File: config.mk
export PLATFORM = sky130hd
export DESIGN_NAME = shift_in_chain
export DESIGN_NICKNAME = d
export VERILOG_FILES = /design/src/rtl/shift_in_chain_pkg.sv /design/src/rtl/shift_in_chain_debounce.sv /design/src/rtl/shift_in_chain.sv
export SDC_FILE = /design/constraint.sdc
export NUM_CORES = 1
export LEC_CHECK = 0
export CORE_ASPECT_RATIO = 0.6
export CORE_MARGIN = 4
export CORE_UTILIZATION = 60
export CTS_CLUSTER_DIAMETER = 80
export DETAILED_ROUTE_END_ITERATION = 10
export PLACE_DENSITY = 0.82
export RECOVER_POWER = 25
export SLEW_MARGIN = 40
export SYNTH_ARGS = -nofsm -noshare
export SYNTH_HDL_FRONTEND = slang
export SYNTH_SLANG_ARGS = --single-unit
File: constraint.sdc
create_clock -name clk28 -period 2.2 [get_ports clk28]
set_input_delay 0.22 -clock clk28 [delete_from_list [all_inputs] [get_ports clk28]]
set_output_delay 0.22 -clock clk28 [all_outputs]
set_load 0.005 [all_outputs]
File: src/rtl/shift_in_chain_pkg.sv
// ---------------------------------------------------------------------------
// shift_in_chain_pkg
//   Shared types and constants for the 74HC165 shift-in chain reader.
//
//   shiftin_state_t : frame sequencer states.
//                     LOAD -> SHIFT_LO -> SHIFT_HI -> ... -> DONE
//   DEB_CNT_W       : width of every per-bit debounce counter and of the
//                     frame counter that drives 'valid'. Sized for a
//                     filter depth of up to 4 frames (counts 0..3).
// ---------------------------------------------------------------------------
package shift_in_chain_pkg;

  typedef enum logic [1:0] {
    LOAD     = 2'd0,
    SHIFT_LO = 2'd1,
    SHIFT_HI = 2'd2,
    DONE     = 2'd3
  } shiftin_state_t;

  localparam int DEB_CNT_W = 2;

  // Counter value at which a run of DEBOUNCE frames is complete. A run
  // counter that already holds DEBOUNCE-1 previous frames completes the
  // run on the current one.
  function automatic logic [DEB_CNT_W-1:0] debLimit(input int depth);
    return DEB_CNT_W'(depth - 1);
  endfunction

endpackage

File: src/rtl/shift_in_chain_debounce.sv
// ---------------------------------------------------------------------------
// debounce_bit
//   Single-bit frame-based debounce cell. One instance per chain input.
//   The filtered output only follows the raw bit after DEBOUNCE
//   consecutive frames that all disagree with the current output. With
//   DEBOUNCE=1 the output simply follows the raw bit every update.
//
// Ports
//   clk28         in   system clock, rising edge
//   rst           in   synchronous active-high reset
//   i_update      in   one-cycle strobe, a complete frame is in i_raw
//   i_raw         in   freshly sampled bit of the current frame
//   o_d           out  filtered bit (registered)
//   o_willChange  out  high in the update cycle when o_d is about to flip
// ---------------------------------------------------------------------------
module debounce_bit
  import shift_in_chain_pkg::*;
#(
  parameter int   DEBOUNCE      = 1,
  parameter logic DEFAULT_STATE = 1'b1
) (
  input  logic clk28,
  input  logic rst,
  input  logic i_update,
  input  logic i_raw,
  output logic o_d,
  output logic o_willChange
);

  localparam logic [DEB_CNT_W-1:0] LIMIT = debLimit(DEBOUNCE);

  logic                 r_d;
  logic [DEB_CNT_W-1:0] r_count;
  logic                 w_differs;
  logic                 w_atLimit;

  // The counter holds how many earlier frames in a row disagreed with
  // the output, so the current disagreeing frame completes the run when
  // the counter already sits at DEBOUNCE-1.
  assign w_differs    = (i_raw != r_d);
  assign w_atLimit    = (r_count == LIMIT);
  assign o_willChange = i_update && w_differs && w_atLimit;
  assign o_d          = r_d;

  // Filter state: any agreeing frame restarts the run; a completed run
  // takes the raw value and restarts the counter for the next change.
  always_ff @(posedge clk28) begin
    if (rst) begin
      r_d     <= DEFAULT_STATE;
      r_count <= '0;
    end else if (i_update) begin
      if (!w_differs) begin
        r_count <= '0;
      end else if (w_atLimit) begin
        r_d     <= i_raw;
        r_count <= '0;
      end else begin
        r_count <= r_count + DEB_CNT_W'(1);
      end
    end
  end

endmodule

File: src/rtl/shift_in_chain.sv
// ---------------------------------------------------------------------------
// shift_in_chain
//   Reads a chain of 74HC165 parallel-in/serial-out shift registers and
//   presents the inputs as a debounced parallel word.
//
//   One frame is 2*WIDTH+2 enabled steps:
//     LOAD      pl low, the chain latches its parallel inputs
//     SHIFT_LO  cp low, Q7 of the chain is sampled into the raw word
//     SHIFT_HI  cp high, the chain moves the next bit onto Q7
//     DONE      raw word is handed to the debounce cells, sync pulses
//
// Parameters
//   WIDTH          chain length in bits, multiple of 8, 8..32
//   DEFAULT_STATE  value of every d bit (and raw bit) after reset
//   INVERT         1 inverts each sampled bit before debouncing
//   DEBOUNCE       frames of agreement needed to change a d bit, 1..4
//
// Ports
//   clk28    in   system clock, rising edge
//   rst      in   synchronous active-high reset
//   clk_en   in   step enable; the sequencer only moves when high
//   q        in   serial data from the last chain stage (Q7)
//   cp       out  chain shift clock (registered)
//   pl       out  chain parallel load, active low (registered)
//   d        out  debounced parallel word
//   sync     out  one clk28 pulse after each completed frame
//   changed  out  one clk28 pulse with sync when d took a new value
//   valid    out  set once DEBOUNCE frames have completed since reset
// ---------------------------------------------------------------------------
module shift_in_chain
  import shift_in_chain_pkg::*;
#(
  parameter int   WIDTH         = 8,
  parameter logic DEFAULT_STATE = 1'b1,
  parameter bit   INVERT        = 1'b0,
  parameter int   DEBOUNCE      = 1
) (
  input  logic             clk28,
  input  logic             rst,
  input  logic             clk_en,
  input  logic             q,
  output logic             cp,
  output logic             pl,
  output logic [WIDTH-1:0] d,
  output logic             sync,
  output logic             changed,
  output logic             valid
);

  localparam int                    CNT_W       = $clog2(WIDTH);
  localparam logic [CNT_W-1:0]      LAST_BIT    = CNT_W'(WIDTH - 1);
  localparam logic [DEB_CNT_W-1:0]  VALID_LIMIT = debLimit(DEBOUNCE);

  shiftin_state_t         r_state;
  shiftin_state_t         w_nextState;
  logic [CNT_W-1:0]       r_bitCount;
  logic [CNT_W-1:0]       w_nextBitCount;
  logic                   r_cp;
  logic                   r_pl;
  logic                   w_nextCp;
  logic                   w_nextPl;
  logic [WIDTH-1:0]       r_raw;
  logic                   w_sample;
  logic                   w_update;
  logic [WIDTH-1:0]       w_changeBits;
  logic                   r_sync;
  logic                   r_changed;
  logic                   r_valid;
  logic [DEB_CNT_W-1:0]   r_frameCount;

  assign w_sample = q ^ INVERT;
  assign w_update = clk_en && (r_state == DONE);

  assign cp      = r_cp;
  assign pl      = r_pl;
  assign sync    = r_sync;
  assign changed = r_changed;
  assign valid   = r_valid;

  // Sequencer state register. cp and pl are registered together with the
  // state they belong to, so the chain sees clean edges and pl can never
  // be low while cp is high.
  always_ff @(posedge clk28) begin
    if (rst) begin
      r_state    <= LOAD;
      r_bitCount <= '0;
      r_cp       <= 1'b0;
      r_pl       <= 1'b0;
    end else begin
      r_state    <= w_nextState;
      r_bitCount <= w_nextBitCount;
      r_cp       <= w_nextCp;
      r_pl       <= w_nextPl;
    end
  end

  // Next-state logic. Without clk_en everything holds, including the
  // chain control lines. The chain outputs are decoded from the state
  // being entered so that they are valid for the whole of that state.
  always_comb begin
    w_nextState    = r_state;
    w_nextBitCount = r_bitCount;
    w_nextCp       = r_cp;
    w_nextPl       = r_pl;

    if (clk_en) begin
      case (r_state)
        LOAD: begin
          w_nextState    = SHIFT_LO;
          w_nextBitCount = '0;
        end
        SHIFT_LO: begin
          w_nextState = SHIFT_HI;
        end
        SHIFT_HI: begin
          if (r_bitCount < LAST_BIT) begin
            w_nextState    = SHIFT_LO;
            w_nextBitCount = r_bitCount + CNT_W'(1);
          end else begin
            w_nextState = DONE;
          end
        end
        DONE: begin
          w_nextState = LOAD;
        end
        default: begin
          w_nextState    = LOAD;
          w_nextBitCount = '0;
        end
      endcase

      case (w_nextState)
        LOAD:     begin w_nextPl = 1'b0; w_nextCp = 1'b0; end
        SHIFT_LO: begin w_nextPl = 1'b1; w_nextCp = 1'b0; end
        SHIFT_HI: begin w_nextPl = 1'b1; w_nextCp = 1'b1; end
        default:  begin w_nextPl = 1'b1; w_nextCp = 1'b0; end
      endcase
    end
  end

  // Raw frame capture and the frame-complete strobes. Bits arrive MSB
  // first, so shifting left leaves the first sampled bit at the top.
  // sync/changed are plain registers of the DONE step, so they are
  // exactly one clk28 wide and stay low whenever clk_en is low.
  always_ff @(posedge clk28) begin
    if (rst) begin
      r_raw        <= {WIDTH{DEFAULT_STATE}};
      r_sync       <= 1'b0;
      r_changed    <= 1'b0;
      r_valid      <= 1'b0;
      r_frameCount <= '0;
    end else begin
      if (clk_en && (r_state == SHIFT_LO)) begin
        r_raw <= {r_raw[WIDTH-2:0], w_sample};
      end
      r_sync    <= w_update;
      r_changed <= w_update && (|w_changeBits);
      if (w_update && !r_valid) begin
        if (r_frameCount == VALID_LIMIT) begin
          r_valid <= 1'b1;
        end else begin
          r_frameCount <= r_frameCount + DEB_CNT_W'(1);
        end
      end
    end
  end

  // One filter cell per chain input. All cells update on the same DONE
  // step, which keeps the d word coherent.
  for (genvar gi = 0; gi < WIDTH; gi++) begin : g_debounce
    debounce_bit #(
      .DEBOUNCE      (DEBOUNCE),
      .DEFAULT_STATE (DEFAULT_STATE)
    ) u_debounceBit (
      .clk28        (clk28),
      .rst          (rst),
      .i_update     (w_update),
      .i_raw        (r_raw[gi]),
      .o_d          (d[gi]),
      .o_willChange (w_changeBits[gi])
    );
  end

endmodule

# Word level (Yosys, flattened, before mapping)
# Index checks and enable logic that the tools add are counted.
# W data, S select, Z words.
[op_classes] n_addsub=10 n_reduce_logical=45 eq_ne=13 bitwise=1 n_lt_le_gt_ge=1 mux=23
[op_table] cell="$mux W2" count=18
[op_table] cell="$reduce_and A3 Y1" count=9
[op_table] cell="$logic_not A2 Y1" count=11
[op_table] cell="$logic_and A1 B1 Y1" count=20
[op_table] cell="$add A2 B1 Y2 const B" count=9
[op_table] cell="$ne A1 B1 Y1" count=8
[op_table] cell="$pmux W2 S4" count=1
[op_table] cell="$reduce_or A8 Y1" count=1
[op_table] cell="$eq A2 B2 Y1 const B" count=3
[op_table] cell="$pmux W3 S2" count=1
[op_table] cell="$reduce_and A2 Y1" count=2
[op_table] cell="$add A3 B1 Y3 const B" count=1
[op_table] cell="$lt A3 B3 Y1 const B" count=1
[op_table] cell="$mux W3" count=1
[op_table] cell="$eq A2 B1 Y1 const B" count=1
[op_table] cell="$mux W1" count=2
[op_table] cell="$ne A2 B2 Y1 const B" count=1
[op_table] cell="$reduce_bool A2 Y1" count=1
[op_table] cell="$logic_not A1 Y1" count=1
[op_table] cell="$not A1 Y1" count=1
[word_totals] reg_bits=44 output_inout_bits=13 word_cells=118

# Logic depth before layout (Yosys ltp)
# Gate-level depths: netlist of run 1.
[logic_depth] depth_word=6 mapped_depth=6 depth_no_buf=6

# Modules after synthesis
# A second synthesis of run 1 with hierarchy kept.
[unflattened] cells_unflattened=221 area_unflattened_um2=2092.0
[modules_own_cells] module="debounce_bit" area_per_inst_um2=158.9 instances=8 cells_per_inst=16
[modules_own_cells] module="shift_in_chain" area_per_inst_um2=820.8 instances=1 cells_per_inst=93

# Least setup slack after synthesis of run 1
# No wires, ideal clock.
[synth_path] path_type="register to register" start="register r_frameCount[0]" end="register r_frameCount[1]" arrival_ps=1108 path_slack_ps=968 setup_ps=124 stages_incl_launch_ff=6 n_path_buf=0 path_cell_list="dfxtp_1 inv_1 ha_1 or3_1 mux2i_1 nor2_1"
[synth_between] elab_chain_cells=3 elab_cells_between_ends=4 cone_classes="add/sub: 1; bitwise: 1; reduce/logical: 2"
[synth_rtl] item="from (decl)" line="shift_in_chain.sv:69" text="logic [DEB_CNT_W-1:0] r_frameCount;"
[synth_rtl] item="from (signal assigned)" line="shift_in_chain.sv:162" text="r_frameCount <= r_frameCount + DEB_CNT_W'(1);"
[synth_rtl] item="branches (longest 3 deep; another with $add A2 B1 Y2)"
# Several ways; the timed one is not identified.
# A chain may end at the register's enable or synchronous reset.

# Worst setup path in the final report of run 1
[layout_path] start="input rst" end="register g_debounce[3].u_debounceBit.r_d"
[layout_rtl] item="from (decl)" line="shift_in_chain.sv:39" text="input logic rst,"
[layout_rtl] item="to (signal assigned)" line="shift_in_chain_debounce.sv:55" text="r_d <= i_raw;"
[layout_rtl] item="to (decl)" line="shift_in_chain_debounce.sv:32" text="logic r_d;"
# No word-level cell between the ends.

==> results_dict.tcl, run 1 <==
set metrics [dict create \
    coreArea_mm2 0.003283 \
    rsz0062_at_grt "no" \
    n_fill_cell 284 \
    dp_hpwl_um 2704 \
    pin_count 17 \
    hold_class "flip-flop to flip-flop" \
    grt_usage_pct 19.52 \
    finalClockSkew_ps 8.110 \
    grt_max_degree 45 \
    cts.sinks 44 \
    power.share.switching_pct 21.46 \
    finalPower_uw 1595 \
    firstDrtPassIters 4 \
    drtAntennaViolNets 0 \
    p_leak_uw 0.0009664 \
    synth-warning-count 0 \
    wl_per_cell_um 13.08 \
    synth-edff-count 0 \
    pwr_density_cell_mw_per_mm2 680.7 \
    vias 1593 \
    cts_tree "built" \
    p_switching_uw 342.3 \
    clockBufferDepth 2 \
    yosysSeqAreaShare_pct 42.36 \
    clkSlewWorstSetupHoldPaths_ps 80 \
    htree_levels 2 \
    grt_first_pass_wirelength_um 6810 \
    grt.overflow.total 0 \
    p_int_uw 1253 \
    setup_viol 0 \
    cts_buffers 5 \
    arrival_ps 1710 \
    tns_ps 0 \
    vdd_drop_max_v 0.0004787 \
    cts-root-buf "clkbuf_8" \
    die_w_um 84 \
    path_cells "dlygate4sd3_1 > clkbuf_2 > a311o_1" \
    combPwrFrac_pct 5.5 \
    post-cts-setup-buffer-count 0 \
    synth_cells 244 \
    period_share_pct 69.51 \
    r2r_start "r_state[1]$_SDFFE_PP0P_" \
    grt_pass1_vias 1509 \
    finalHoldViolCount 0 \
    drive_gt1_share_pct 5.138 \
    place_congestion 0.7779 \
    drc 0 \
    postCtsHoldBufs 0 \
    worst_path_largest_cell_delay_ps 560 \
    max_freq_mhz 653.9 \
    endpoint_kind "flip-flop" \
    antennaDiodeCount 0 \
    ys_seq_elements 44 \
    outcome "finished, final reports clean" \
    synth_cell_types 26 \
    hold_path.startpoint "cp$_SDFFE_PP0P_" \
    cts_resized 0 \
    async_flop_share_pct 0 \
    io_buffers 16 \
    timing.final.crit_period_ps 1529 \
    slew_headroom_pct 45.96 \
    reg2regPathDepth 4 \
    drt_iter0_markers 125 \
    cp-start-kind "input port" \
    maxCapViolations 0 \
    synth_area_mm2 0.002079 \
    fin_hold_ws_ps 487.1 \
    vias_per_cell 5.346 \
    p_clk_share_pct 42.5 \
    critPathLaunch "rst" \
    antenna_found_initial 0 \
    power_frac_seq_pct 52.0 \
    worst_pin_slew_ps 810.5 \
    fin_nets 274 \
    worst-setup-path-type "input port to flip-flop" \
    synth_nets 266 \
    worstPathRequired_ps 2390 \
    slew_violations 0 \
    initial_utilization_pct 63.34 \
    wl_um 3899 \
    area_growth_pct 12.70 \
    postSynthAreaPerCell_um2 8.523 \
    dieHeight_um 53.60 \
    whs_path_depth 2 \
    rows 16 \
    ys.flop_type "dfxtp_1" \
    crit_path_max_fanout 44 \
    die_area_mm2 0.004502 \
    clock_latency_ps 300 \
    cpMaxStageDelayCell "dlygate4sd3_1" \
]
## cells in the mapped netlist (2+ instances only)
library cell  instances  share of area [%]
nor2_1               33                6.0
dfxtp_1              44                 42
inv_1                28                5.1
nand3_1               8                1.9
nand2_1              18                3.2
ha_1                 18                 11
nand2b_1              2               0.60
o22ai_1               4                1.2
buf_2                 4               0.96
o21ai_0               7                1.7
clkbuf_1              7                1.3
xnor2_1               9                3.8
a311o_1               2               0.96
buf_4                 8                2.9
a21oi_1               9                2.2
nand3b_1             15                5.4
a22oi_1              16                5.8
a21boi_0              2               0.72
nor3_1                3               0.72
## path summary, 6_finish.rpt
kind	end	slack [ps]
min reg2reg	cp$_SDFFE_PP0P_	490
min	cp$_SDFFE_PP0P_	490
max	g_debounce[3].u_debounceBit.o_d$_SDFFE_PP1P_	670
max reg2reg	r_frameCount[1]$_SDFFE_PP0P_	700
## routing by layer
| layer | vias up | part of all wire, % | global-route usage (%) |
|---|---|---|---|
| met4 | 0 | 1.6 | 5.615 |
| met3 | 7 | 4.6 | 7.645 |
| met2 | 28 | 41 | 30.47 |
| met5 | - | 0 | 0 |
| met1 | 742 | 53 | 25.52 |
| li1 | 816 | - | - |
## logic make-up after synthesis
kind of cell,share of synthesized area [%]
compound gates,12.82
xor+xnor,3.791
fa+ha+maj,10.83
buf+inv,10.17
flops,42.36
mux,0.4814
simple gates,19.56
## worst max-delay path: cells and delay by family
family,cells,cell delay (ps)
buffers and inverters,2,1050
AO/OA/AOI/OAI,1,440
## metrics by stage
stage | util (%) | setup slack [ps] | cells | area, um^2
floorplan | - | 968.3 | 244 | 2079
CTS | 71.46 | 722.2 | 298 | 2346
global route | 71.38 | 564.6 | 298 | 2344
finish | 71.38 | 670.8 | 298 | 2344
detailed placement | 67.61 | 478.9 | 290 | 2220
global placement | 67.61 | 497.1 | 290 | 2220
## layout by cell type (no fill, tap or decap), drive strengths merged, types with 2 or more instances in the layout
cell type / n
dfxtp: 44
nor2: 33
inv: 28
nand2: 18
ha: 18
a22oi: 16
nand3b: 15
clkdlybuf4s50: 13
xnor2: 9
a21oi: 9
nand3: 9
clkbuf: 8
o21ai: 7
o22ai: 4
nor3: 3
dlygate4sd3: 3
buf: 3
nand2b: 2
a21boi: 2
a311o: 2
## final cells by class
class	count	area [um^2]	share of cell area [%]
multi-input cells	153	987.2	42.12
flip-flops and latches	44	880.8	37.59
repair buffers	20	187.7	8.009
inverters	28	105.1	4.485
clock buffers	7	96.34	4.111
well taps	45	56.30	2.403
clock inverters	1	30.03	1.281
## sequential cells by signal, indices dropped and copies added (netlist names), 2 cells and up
name,cells
r_bitCount,3
g_debounce.u_debounceBit.r_count,16
r_state,2
g_debounce.u_debounceBit.o_d,8
r_frameCount,2
r_raw,8
## power groups by stage
stage / registers, uW / clock network [uW] / logic, uW
6_report: 829 / 678 / 88.2
5_1_grt: 832 / 719 / 98.1
4_1_cts: 829 / 687 / 88.9
3_5_place_dp: 847 / 0 / 88.1
3_3_place_gp: 847 / 0 / 86.7
2_1_floorplan: 842 / 0 / 64.2
Power figures use the tool's default switching activity.
==> run 2: changes to the inputs <==
- CORE_UTILIZATION: 60 -> 51
- PLACE_DENSITY: 0.82 -> 0.74
- clock period: 2.2 -> 1.4 ns (I/O delays scaled with it)
==> run 2 against run 1 <==
Effect of this change: register-to-register slack got worse by 600 ps; non-clock buffer count rose by 10; global-route usage fell by 3.2 points; via count rose by 0.31%; flip-flop and latch count did not move; count of clock-buffer cells in the layout rose by 1; sequential share of layout area fell by 0.47 points.
==> results_dict.tcl, run 2 (synthesized netlist as in run 1, its figures left out) <==
set metrics [dict create \
    cts.sinks 44 \
    power_frac_seq_pct 57.0 \
    slew_violations 0 \
    worst_pin_slew_ps 352.3 \
    r2r_start "g_debounce[4].u_debounceBit.r_count[0]$_SDFFE_PP0N_" \
    finalHoldViolCount 0 \
    cpMaxStageDelayCell "clkdlybuf4s50_1" \
    cts-root-buf "clkbuf_8" \
    grtUsageMet3_pct 4.611 \
    setup_viol 0 \
    post-cts-setup-buffer-count 0 \
    wl_per_cell_um 12.83 \
    pwr_density_cell_mw_per_mm2 955.7 \
    antennaDiodeCount 0 \
    p_int_uw 1759 \
    dp_cells 302 \
    critical-path-top-delay-family "buffers and inverters" \
    crit_path_end "d[5]" \
    clock_latency_ps 290 \
    cp-start-kind "flip-flop" \
    combPwrFrac_pct 7.4 \
    arrival_ps 1200 \
    endpoint_kind "primary output" \
    grt.overflow.total 0 \
    finalClockSkew_ps 3.897 \
    clockBufferDepth 2 \
    grt.busiest_layer "met1" \
    worst_path_largest_cell_delay_ps 530 \
    cts_buffers 5 \
    largest_reg_flops 16 \
    drc 0 \
    worst-setup-path-type "flip-flop to primary output" \
    reg2reg_to "changed$_SDFF_PP0_" \
    vias 1598 \
    layout_commonest_cell "dfxtp_1" \
    tns_ps 0 \
    cts_tree "built" \
    met1_usage_pct 24.16 \
    outcome "finished, final reports clean" \
    firstDrtPassIters 4 \
    final_cell_mix "dfxtp_1, nor2_1, inv_1, nand2_1, ha_1" \
    crit_path_max_fanout 3 \
    worstPathRequired_ps 1260 \
    rows 17 \
    vias_per_cell 5.155 \
    io_buffers 16 \
    fin_cells 310 \
    dieHeight_um 57.46 \
    coreArea_mm2 0.003786 \
    die_area_mm2 0.005196 \
    drt_iter0_markers 91 \
    grt_usage_pct 16.29 \
    timing.final.crit_period_ps 1341 \
    fin_nets 284 \
    grt_first_pass_wirelength_um 6851 \
    max_freq_mhz 745.9 \
    die_w_um 90.44 \
    path_cells "clkdlybuf4s50_1" \
    hold_class "input port to flip-flop" \
    drtAntennaViolNets 0 \
    p_switching_uw 515.2 \
    period_share_pct 95.76 \
    area_growth_pct 14.44 \
    cp.depth 1 \
    initial_utilization_pct 54.92 \
    grt_max_degree 33 \
    vdd_drop_max_v 0.0006384 \
    rrSetupSlack_ps 100 \
    pin_count 17 \
    antenna_found_initial 0 \
    grt_pass1_vias 1473 \
    place_congestion 0.7848 \
    regMostFlops "g_debounce.u_debounceBit.r_count" \
    reg2regPathDepth 6 \
    maxCapViolations 0 \
    p_clk_share_pct 35.6 \
    path_buf_inv 1 \
    slew_headroom_pct 76.51 \
    clkSlewWorstSetupHoldPaths_ps 80 \
    wl_um 3977 \
    p_leak_uw 0.0009761 \
    htree_levels 2 \
    drive_gt1_share_pct 7.985 \
    critPathLaunch "g_debounce[5].u_debounceBit.o_d$_SDFFE_PP1P_" \
    n_fill_cell 318 \
    fin_util_pct 62.86 \
    power.share.switching_pct 22.65 \
    dp_hpwl_um 2918 \
    gr-usage-met2_pct 23.14 \
]
==> run 2: stage by stage <==
| step | worst slack [ps] | area [um^2] | hold WS, ps | total power (uW) |
|---|---|---|---|---|
| finish | 59.35 | 2380 | 455.1 | 2274 |
| global route | -7.850 | 2380 | 479.1 | 2389 |
| CTS | 18.93 | 2387 | 443.8 | 2298 |
| detailed placement | -65.41 | 2297 | 487.8 | 1491 |
| global placement | -77.26 | 2297 | 469.4 | 1490 |
| floorplan | 168.3 | 2079 | 263.9 | 1425 |
==> run 2: layer usage <==
| layer | wire length (um) | vias up |
|---|---|---|
| met5 | 0 | - |
| met4 | 0 | 0 |
| met3 | 130 | 0 |
| met2 | 1607 | 16 |
| met1 | 2238 | 746 |
| li1 | - | 836 |
==> run 2: worst register-to-register path, delay by kind of cell, from the launching register on <==
kind	cells	cell delay, ps
and+or+nand+nor	2	370
buffers and inverters	2	150
adders and majority gates	1	220
AOI/OAI and AO/OA	1	110
DFF	1	340
==> run 2: worst min-delay path by stage <==
stage	startpoint	to	slack [ps]	cells past startpoint
after floorplan	q	r_raw[0]$_SDFFE_PP1P_	260	2
after global placement	cp$_SDFFE_PP0P_	cp$_SDFFE_PP0P_	470	2
after detailed placement	cp$_SDFFE_PP0P_	cp$_SDFFE_PP0P_	490	2
after CTS	q	r_raw[0]$_SDFFE_PP1P_	440	3
after global routing	q	r_raw[0]$_SDFFE_PP1P_	480	3
final	q	r_raw[0]$_SDFFE_PP1P_	460	3
==> run 2: cell type report <==
type / count / area [um^2] / share of cell area, %
clock buffer: 8 / 90.09 / 3.785
inverter: 28 / 105.1 / 4.416
multi-input combinational: 153 / 993.5 / 41.75
sequential: 44 / 883.3 / 37.12
tap: 47 / 58.81 / 2.471
timing repair buffer: 30 / 249.0 / 10.46
==> run 2: power groups by stage <==
| stage | Combinational (uW) | Sequential (uW) | Clock, uW |
|---|---|---|---|
| after floorplan | 101 | 1320 | 0 |
| final | 169 | 1300 | 809 |
| after detailed placement | 167 | 1320 | 0 |
| after global routing | 189 | 1300 | 901 |
| after CTS | 168 | 1300 | 834 |
| after global placement | 166 | 1320 | 0 |
==> run 2: timing repair <==
item | CTS | global route
resized for setup | 0 | 3
hold buffers | 0 | 0
endpoints found under the setup margin | 0 | 3
==> run 3: changes to the inputs <==
- CORE_UTILIZATION: 51 -> 57
- PLACE_DENSITY: 0.74 -> 0.78
- clock period: 1.4 -> 1.5 ns (I/O delays scaled with it)
==> run 3 against run 2 <==
Effect of this change: sequential share of layout area increased by 0.55 points; clock skew about the same; largest power group unchanged; critical endpoint is now r_frameCount[1]$_SDFFE_PP0P_; clock power decreased by 5.9%; flip-flop and latch count unchanged; worst setup slack improved by 73 ps; global-route usage increased by 1.9 points.
==> results_dict.tcl, run 3 (synthesized netlist as in run 1, its figures left out) <==
set metrics [dict create \
    rows 16 \
    p_switching_uw 478.8 \
    vias_per_cell 5.199 \
    coreArea_mm2 0.003383 \
    final_cell_mix "dfxtp_1, nor2_1, inv_1, nand2_1, ha_1" \
    cts.sinks 44 \
    htree_levels 2 \
    vias 1565 \
    setup_viol 0 \
    grt_first_pass_wirelength_um 6734 \
    outcome "finished, final reports clean" \
    dp_cells 293 \
    slew_violations 0 \
    arrival_ps 1550 \
    post-cts-setup-buffer-count 0 \
    rsz0062_at_grt "no" \
    worst-setup-path-type "flip-flop to flip-flop" \
    path_buf_inv 0 \
    place_congestion 0.7674 \
    pin_count 17 \
    clkSlewWorstSetupHoldPaths_ps 80 \
    worst_path_largest_cell_delay_ps 440 \
    critical-path-top-delay-family "simple AND/OR/NAND/NOR gates" \
    finalPower_uw 2111 \
    pwr_density_cell_mw_per_mm2 902.6 \
    path_cells "nand3_1 > or3_1 > mux2i_1 > nor2_1" \
    crit_path_max_fanout 7 \
    cp.depth 4 \
    cp-start-kind "flip-flop" \
    wl_um 3746 \
    postCtsHoldBufs 0 \
    clock_latency_ps 290 \
    combPwrFrac_pct 6.5 \
    drt_iter0_markers 95 \
    wl_per_cell_um 12.45 \
    cts-root-buf "clkbuf_8" \
    io_buffers 16 \
    worstPathRequired_ps 1680 \
    antennaDiodeCount 0 \
    fin_cells 301 \
    slew_headroom_pct 79.00 \
    max_freq_mhz 731.2 \
    fin_util_pct 69.12 \
    grt_max_degree 45 \
    drtAntennaViolNets 0 \
    area_growth_pct 12.45 \
    grt_pass1_vias 1449 \
    endpoint_kind "flip-flop" \
    die_area_mm2 0.004710 \
    cts_tree "built" \
    drc 0 \
    cts_buffers 5 \
    antenna_found_initial 0 \
    timing.final.crit_period_ps 1368 \
    finalHoldViolCount 0 \
    pre_cts_slack_ps -42.49 \
    power_frac_seq_pct 57.5 \
    maxCapViolations 0 \
    regMostFlops "g_debounce.u_debounceBit.r_count" \
    clockBufferDepth 2 \
    dieHeight_um 54.79 \
    reg2regPathDepth 4 \
    die_w_um 85.98 \
    fin_nets 277 \
    drive_gt1_share_pct 3.906 \
    layout_commonest_cell "dfxtp_1" \
    p_clk_share_pct 36.0 \
    worst_pin_slew_ps 315.0 \
    hold_class "input port to flip-flop" \
    cts_resized 0 \
    finalClockSkew_ps 4.127 \
    setup_slack_ps 132.4 \
    grt_usage_pct 18.24 \
    cpMaxStageDelayCell "dfxtp_1" \
    p_int_uw 1632 \
    tns_ps 0 \
    vdd_drop_max_v 0.0005694 \
    dp_hpwl_um 2637 \
    grt.overflow.total 0 \
    whs_path_depth 3 \
    period_share_pct 91.18 \
    p_leak_uw 0.0009549 \
    largest_reg_flops 16 \
    initial_utilization_pct 61.46 \
    firstDrtPassIters 4 \
    power.share.switching_pct 22.68 \
]
-- run 3: cell count changes in the layout (fill, tap and decap cells not counted), sizes merged --
cell	delta
dlygate4sd3	-1
buf	-6
clkbuf	-1
clkdlybuf4s50	+1
-- run 3: layout make-up --
class                   count  area (um^2)
fillers                   277         1045
multi-input cells         153        982.2
flip-flops and latches     44        880.8
repair buffers             23        224.0
inverters                  28        105.1
clock buffers               8        90.09
well taps                  45        56.30
-- run 3: final timing paths --
kind	from	endpoint	slack, ps
hold / removal	q	r_raw[0]$_SDFFE_PP1P_	440
setup / recovery	r_state[1]$_SDFFE_PP0P_	r_frameCount[1]$_SDFFE_PP0P_	130
setup reg to reg	r_state[1]$_SDFFE_PP0P_	r_frameCount[1]$_SDFFE_PP0P_	130
hold reg to reg	cp$_SDFFE_PP0P_	cp$_SDFFE_PP0P_	480
-- run 3: metrics by stage --
| step | hold WS (ps) | instance area [um^2] |
|---|---|---|
| global route | 457.6 | 2338 |
| global placement | 468.2 | 2267 |
| floorplan | 273.9 | 2079 |
| CTS | 435.3 | 2357 |
| detailed placement | 472.6 | 2267 |
| finish | 439.9 | 2338 |
-- run 3: power by group through the flow --
stage                     Combinational, uW  Clock, uW  Sequential (uW)
after CTS                               141        779             1210
after floorplan                        94.2          0             1240
after global routing                    155        817             1220
after detailed placement                140          0             1240
after global placement                  138          0             1240
final                                   137        761             1210
-- run 3: worst min-delay path: stages --
cell and delay (ps):
clkdlybuf4s50_1 400, nand2_1 60, nand3b_1 70
-- run 3: metal layers --
layer	wire length, um	vias to the layer above	GRT usage, %
met5	0	-	0
met3	197	4	5.113
li1	-	821	-
met1	2024	710	25.89
met2	1505	30	27.37
met4	19	0	4.474
